<file path="config.mk">
export PLATFORM = sky130hd
export DESIGN_NAME = freq_ratio_phase_collector
export DESIGN_NICKNAME = d
export VERILOG_FILES = /design/src/rtl/freq_ratio_phase_collector.sv
export SDC_FILE = /design/constraint.sdc
export NUM_CORES = 1
export LEC_CHECK = 0
export BUFFER_PORTS_ARGS = -buffer_cell sky130_fd_sc_hd__clkbuf_2
export CORE_MARGIN = 2
export CORE_UTILIZATION = 40
export CTS_BUF_LIST = sky130_fd_sc_hd__clkbuf_16
export CTS_CLUSTER_SIZE = 28
export DETAILED_ROUTE_END_ITERATION = 8
export SYNTH_ARGS = -nofsm -noshare
export SYNTH_HDL_FRONTEND = slang
export SYNTH_SLANG_ARGS = --single-unit
</file>
<file path="constraint.sdc">
create_clock -name i_clock -period 3.7 [get_ports i_clock]
set_clock_uncertainty 0.2 [all_clocks]
set_input_delay 0 -clock i_clock [delete_from_list [all_inputs] [get_ports i_clock]]
set_output_delay 0 -clock i_clock [all_outputs]
set_load 0.005 [all_outputs]
</file>
<file path="src/rtl/freq_ratio_phase_collector.sv">
// Collects a single-phase DFI stream and re-packs it into up to four phases
// (p0..p3) according to the 1:1, 1:2 or 1:4 frequency ratio latched at group start.
module freq_ratio_phase_collector #(
    parameter int NUM_RANK    = 2,
    parameter int DEVICE_TYPE = 4
) (
    input  logic                       i_clock,
    input  logic                       i_reset,
    input  logic                       i_enable,
    input  logic [2:0]                 dfi_freq_ratio,
    input  logic [NUM_RANK-1:0]        dfi_cs_n,
    input  logic [NUM_RANK-1:0]        dfi_reset_n,
    input  logic [13:0]                dfi_address,
    input  logic                       dfi_wrdata_en,
    input  logic [2*DEVICE_TYPE-1:0]   dfi_wrdata,
    input  logic [DEVICE_TYPE/4-1:0]   dfi_wrdata_mask,
    output logic [NUM_RANK-1:0]        dfi_cs_n_p0,
    output logic [NUM_RANK-1:0]        dfi_cs_n_p1,
    output logic [NUM_RANK-1:0]        dfi_cs_n_p2,
    output logic [NUM_RANK-1:0]        dfi_cs_n_p3,
    output logic [NUM_RANK-1:0]        dfi_reset_n_p0,
    output logic [NUM_RANK-1:0]        dfi_reset_n_p1,
    output logic [NUM_RANK-1:0]        dfi_reset_n_p2,
    output logic [NUM_RANK-1:0]        dfi_reset_n_p3,
    output logic [13:0]                dfi_address_p0,
    output logic [13:0]                dfi_address_p1,
    output logic [13:0]                dfi_address_p2,
    output logic [13:0]                dfi_address_p3,
    output logic                       dfi_wrdata_en_p0,
    output logic                       dfi_wrdata_en_p1,
    output logic                       dfi_wrdata_en_p2,
    output logic                       dfi_wrdata_en_p3,
    output logic [2*DEVICE_TYPE-1:0]   dfi_wrdata_p0,
    output logic [2*DEVICE_TYPE-1:0]   dfi_wrdata_p1,
    output logic [2*DEVICE_TYPE-1:0]   dfi_wrdata_p2,
    output logic [2*DEVICE_TYPE-1:0]   dfi_wrdata_p3,
    output logic [DEVICE_TYPE/4-1:0]   dfi_wrdata_mask_p0,
    output logic [DEVICE_TYPE/4-1:0]   dfi_wrdata_mask_p1,
    output logic [DEVICE_TYPE/4-1:0]   dfi_wrdata_mask_p2,
    output logic [DEVICE_TYPE/4-1:0]   dfi_wrdata_mask_p3,
    output logic                       o_group_valid,
    output logic                       o_ratio_err
);

    localparam int W = 2*NUM_RANK + 14 + 1 + 2*DEVICE_TYPE + DEVICE_TYPE/4;

    typedef enum logic [1:0] {
        RATIO_1TO1,
        RATIO_1TO2,
        RATIO_1TO4
    } ratio_e;

    ratio_e       ratio_q;
    ratio_e       ratio_cur;
    logic [1:0]   phase_cnt;
    logic [1:0]   last_phase;
    logic         group_start;
    logic         code_illegal;
    logic         publish;
    logic [W-1:0] din;
    logic [W-1:0] slot [4];
    logic [W-1:0] pub  [4];

    // All six single-phase fields travel together as one word through staging.
    assign din = {dfi_cs_n, dfi_reset_n, dfi_address, dfi_wrdata_en, dfi_wrdata, dfi_wrdata_mask};

    always_comb begin
        group_start  = (phase_cnt == 2'd0);
        ratio_cur    = ratio_q;
        code_illegal = 1'b0;
        if (group_start) begin
            case (dfi_freq_ratio)
                3'b000:  ratio_cur = RATIO_1TO1;
                3'b001:  ratio_cur = RATIO_1TO2;
                3'b010:  ratio_cur = RATIO_1TO4;
                default: begin
                    ratio_cur    = RATIO_1TO1;
                    code_illegal = 1'b1;
                end
            endcase
        end
        case (ratio_cur)
            RATIO_1TO2: last_phase = 2'd1;
            RATIO_1TO4: last_phase = 2'd3;
            default:    last_phase = 2'd0;
        endcase
        publish = i_enable && (phase_cnt == last_phase);
    end

    always_ff @(posedge i_clock) begin
        if (i_reset) begin
            ratio_q       <= RATIO_1TO1;
            phase_cnt     <= '0;
            o_group_valid <= 1'b0;
            o_ratio_err   <= 1'b0;
            for (int unsigned k = 0; k < 4; k++) begin
                slot[k] <= '0;
                pub[k]  <= '0;
            end
        end else begin
            o_group_valid <= publish;
            if (i_enable) begin
                slot[phase_cnt] <= din;
                if (group_start) begin
                    ratio_q <= ratio_cur;
                end
                if (code_illegal) begin
                    o_ratio_err <= 1'b1;
                end
                phase_cnt <= publish ? 2'd0 : phase_cnt + 2'd1;
                // The final phase bypasses staging so the group publishes on its own edge.
                if (publish) begin
                    for (int unsigned k = 0; k < 4; k++) begin
                        if (2'(k) < last_phase) begin
                            pub[k] <= slot[k];
                        end else if (2'(k) == last_phase) begin
                            pub[k] <= din;
                        end else begin
                            pub[k] <= '0;
                        end
                    end
                end
            end
        end
    end

    assign {dfi_cs_n_p0, dfi_reset_n_p0, dfi_address_p0, dfi_wrdata_en_p0, dfi_wrdata_p0, dfi_wrdata_mask_p0} = pub[0];
    assign {dfi_cs_n_p1, dfi_reset_n_p1, dfi_address_p1, dfi_wrdata_en_p1, dfi_wrdata_p1, dfi_wrdata_mask_p1} = pub[1];
    assign {dfi_cs_n_p2, dfi_reset_n_p2, dfi_address_p2, dfi_wrdata_en_p2, dfi_wrdata_p2, dfi_wrdata_mask_p2} = pub[2];
    assign {dfi_cs_n_p3, dfi_reset_n_p3, dfi_address_p3, dfi_wrdata_en_p3, dfi_wrdata_p3, dfi_wrdata_mask_p3} = pub[3];

endmodule

</file>
# == After elaboration in Yosys (flattened, before gate mapping) ==
# Memories as Yosys holds them, arrays and structs flattened.
# Index checks and enable logic that the tools add are counted.
# totals
reg_bits,6
latchBits,0
ramBits,224
rom_bits,0
inputBits,34
elab_cells,133
mem_count,2
# memory_table
memory,depth,width,rd,rd_ports_with_merged_regs,wr,line_no,rtl
pub,4,28,4,0,4,62,logic [W-1:0] pub [4];
slot,4,28,4,0,4,61,logic [W-1:0] slot [4];
# classes
addsub,1
multipliers,0
div,0
magnitude_cmp,4
eq_ne,8
shift,0
mux,94
n_bitwise,12
reduce_logical,8
# ops
cell,n
two-way mux 28 bit,13
two-way mux 1 bit,76
OR reduction 28 bit,1
OR 1 bit,12
one-hot mux 2 bit (2 select lines),2
two-way mux 2 bit,3
"equality test 2 bit, first input constant",2
zero test 2 bit,2
"less-than comparator 1 x 2 -> 1 bit, first input constant",2
"less-than comparator 2 bit, first input constant",2
AND reduction 2 bit,2
"equality test 3 x 1 -> 1 bit, second input constant",1
"equality test 3 x 2 -> 1 bit, second input constant",1
zero test 3 bit,1
OR reduction 3 bit,1
"adder 2 x 1 -> 2 bit, second input constant",1
"equality test 1 x 2 -> 1 bit, first input constant",1
"equality test 2 x 1 -> 1 bit, second input constant",1
equality test 2 bit,1
"equality test 2 bit, second input constant",1
logical AND 1 bit,1

# == Depth between registers and ports, before layout ==
# depth
depth_word,14
depth_mapped,13

# == Worst setup path after synthesis ==
# Ideal clock, no wire load.
# synth_path
kind,flip-flop to flip-flop
from,register phase_cnt[1]
to,memory pub[1][0] in the netlist's numbering (enable)
setup_time_ns,0.419
arrival_ns,3.400
slack_ns,-0.319
path_stages_with_launch,12
n_path_buf,3
synth_period_minus_slack_ns,4.019
path_cell_list,dfxtp_1 buf_4 inv_2 ha_1 clkbuf_1 mux2i_1 inv_1 ha_1 buf_4 xor2_4 nand3_1 o21bai_1
# synth_lines
element,line_no,rtl
"start, declared",55,logic [1:0] phase_cnt;
"start signal, assigned",110,phase_cnt <= publish ? 2'd0 : phase_cnt + 2'd1;
"end, declared",62,

==> impl_metrics.py <==
metrics = {
    "die": {
        "die_h_um": 150,
        "rows": 53,
        "start_util_pct": 40.8,
        "die_area_um2": 22600,
        "core_area_um2": 21000,
        "die_w_um": 150,
        "io_pins": 148,
    },
    "yosys": {
        "synth_largest_area_cell": "edfxtp_1",
        "synth_nets": 647,
        "synth_cells": 609,
        "avgSynthCellArea_um2": 14.1,
        "synth_top_family_by_area": "simple AND/OR/NAND/NOR gates",
        "synth_area_leaders": "edfxtp_1 (69%), mux2i_1 (6.5%), and2_1 (6.1%)",
        "yosys.area_share.simple_pct": 16.7,
        "synth_fa_ha_area_share_pct": 0.583,
        "syn-cell-area_um2": 8580,
        "synthMostInstantiatedCell": "edfxtp_1",
        "synth_edf_count": 196,
        "synth-seq-cells": 202,
        "synth.top_cell.area_share_pct": 68.6,
        "ys_seq_area_share_pct": 70.0,
        "synth_warnings": 0,
        "synthArstFlopShare_pct": 0,
        "synth_cell_type_count": 36,
        "synth_ff_type": "edfxtp_1",
        "synthTopCellsByCount": "edfxtp_1 (196), and2_1 (84), mux2i_1 (56), nor2_1 (56), a21oi_1 (34)",
        "synth_compound_area_share_pct": 2.51,
        "synth_xor_area_share_pct": 0.641,
        "synthMuxAreaShare_pct": 6.53,
    },
    "clock_tree": {
        "clock-sinks": 202,
        "cts_buffers": 20,
        "clockBufferDepth": 3,
        "clockRootBuffer": "clkbuf_16",
        "post-cts-setup-buffer-count": 0,
        "insertion_delay_ns": 0.48,
        "cts_tree": "yes",
        "cts_resized": 0,
        "cts.clk_slew.worst_paths_ns": 0.06,
        "cts_max_level": 1,
    },
    "run": {
        "cap_violations": 0,
    },
    "setup_path": {
        "cpMostUsedCell": "inv_1",
        "crit_path_start": "phase_cnt[0]",
        "path_delay_family": "buffers and inverters",
        "r2r-end": "pub[1][25]",
        "r2r.worst_path.cells": 9,
        "critPathCapture": "pub[1][25]",
        "slowest_delay_ns": 0.61,
        "cp-start-kind": "flop",
        "cp.depth": 9,
        "crit_type": "flop to flop",
        "worst_setup_path_end_kind": "flop",
        "path_max_fanout": 27,
        "r2r-start": "phase_cnt[0]",
        "cp.arrival_ns": 3.41,
        "path_buf_inv": 4,
        "r2r_setup_slack_ns": 0.27,
        "required_ns": 3.68,
        "crit_slowest_cell": "dfxtp_1",
        "cp_cell_sequence": "inv_1 -> ha_1 -> mux2i_1 -> inv_1 -> ha_4 -> buf_4 -> nor3_1 -> o21bai_4 -> buf_12",
    },
    "sta": {
        "fin_crit_sh_pct": 92.8,
        "hold_viol": 0,
        "fmax_ghz": 0.291,
        "fin_crit_ns": 3.43,
        "worstMarginPinSlew_ns": 0.787,
        "finalMaxSlewViolations": 0,
        "setup_violations": 0,
        "finalHoldWorstSlack_ns": 0.259,
        "slew_headroom_pct": 47.5,
        "rsz0062_at_grt": "no",
    },
    "routing": {
        "via_count": 5266,
        "viasPerCell": 4.86,
        "drc": 0,
        "drtAntennaViolNets": 0,
        "wl_per_cell_um": 18.3,
        "drtIter0Drc": 338,
        "wl_um": 19800,
        "firstDrtPassIters": 4,
    },
    "place": {
        "place_congestion": 0.740,
        "place_hpwl_um": 12800,
        "placedInstanceArea_um2": 9640,
        "io_buffers": 147,
        "dp_cells": 1005,
    },
    "power_and_ir_drop": {
        "vdd_ir_drop_max_uv": 256,
        "p_per_area_nw_per_um2": 491,
        "leakagePower_uw": 0.00459,
    },
    "hold_path": {
        "min_path_type": "input port to flop",
    },
    "grt": {
        "grt_pass1_vias": 5258,
        "grt_pass1_wl_um": 29500,
        "grt.overflow.total": 0,
        "grt_usage_pct": 17.3,
        "antenna_found_initial": 0,
        "grt_max_degree": 57,
    },
    "finish": {
        "drive_above_1_share_pct": 25.6,
        "multiInputGateArea_um2": 2370,
        "register_area_um2": 6010,
        "n_fill_cell": 1795,
        "area_growth_pct": 24.1,
        "diodes": 0,
        "final_area_um2": 10700,
        "instances_no_fill": 1083,
        "final_nets": 832,
    },
    "status": {
        "status": "completed",
    },
}
[placed cells by master, fill, tap and decap left out, types with 3 or more instances in the layout]
cell           netlist  final
nand2_1             33     33
clkinv_1             0      5
clkbuf_2             5    147
buf_4                8     16
and2_1              84     84
dfxtp_1              6      6
nand3b_1            28     28
nand2b_1             5      3
edfxtp_1           196    196
or2_2                3      3
clkbuf_16            0     21
dlygate4sd3_1        0     42
nor2_1              56     56
and3_1              29     29
mux2i_1             56     56
a21oi_1             34     34
inv_1                6     13
nor3_2               0      3
nand3_1              3      3
[flip-flops by register name, indices dropped and copies added (netlist names)]
| signal | flops |
|---|---|
| o_ratio_err | 1 |
| slot | 84 |
| ratio_q | 2 |
| pub | 112 |
| o_group_valid | 1 |
| phase_cnt | 2 |
[logic make-up (layout without fill, tap and decap cells)]
group / Yosys count / count (layout)
xor gates and xnor gates: 2 / 2
adders and majority gates: 4 / 4
and+or+nand+nor: 254 / 254
buffers and inverters: 51 / 250
muxes: 56 / 56
AOI/OAI and AO/OA: 40 / 40
DFF: 202 / 202
[worst min-delay path by stage]
stage / start / end / slack [ns] / cells after the start
floorplan: dfi_wrdata_mask / slot[0][0] / -0.002 / 1
global placement: i_reset / ratio_q[0] / 0.15 / 2
detailed placement: dfi_freq_ratio[1] / ratio_q[0] / 0.15 / 4
CTS: dfi_address[10] / slot[0][20] / 0.24 / 3
global route: dfi_address[10] / slot[0][20] / 0.27 / 3
finish: dfi_address[6] / slot[0][16] / 0.26 / 3
[layer usage]
metal / global-route usage [%] / up-vias / wire (um)
li1: - / 2543 / -
met1: 23.6 / 2545 / 8600
met2: 28.5 / 154 / 9540
met3: 3.15 / 24 / 1330
met4: 4.91 / 0 / 340
met5: 0 / - / 0
[through the flow]
stage               utilization [%]  power (uW)  setup WS (ns)  TNS [ns]
floorplan                         -        3120         -0.319    -17.88
global placement               45.9        3410          0.360         0
detailed placement             45.9        3430          0.271         0
CTS                            50.7        5280          0.260         0
global route                   50.7        5410         0.0318         0
finish                         50.7        5220          0.267         0
[final cells by class]
class,count,share of cell area [%]
Sequential cell,202,56.4
Tap cell,275,3.23
Clock inverter,15,0.587
Multi-Input combinational cell,356,22.3
Clock buffer,21,4.93
Timing Repair Buffer,207,12.4
Inverter,7,0.247
[timing repair]
item,in CTS,in global routing
endpoints found under the setup margin,0,0
hold buffers,42,0
endpoints found under the hold margin,208,0
[power by group]
part,switching [uW],internal (uW),total (uW)
registers,71.6,2720,2790
clock network,797,1020,1820
logic,357,256,614
total,1230,4000,5220
[worst reg2reg max path, stage by stage, from the launching register on]
cell and delay (ns):
dfxtp_1 0.61, inv_1 0.15, ha_1 0.32, mux2i_1 0.29, inv_1 0.13, ha_4 0.32, buf_4 0.40, nor3_1 0.16
o21bai_4 0.31, buf_12 0.22
(Power assumes the default switching activity.)
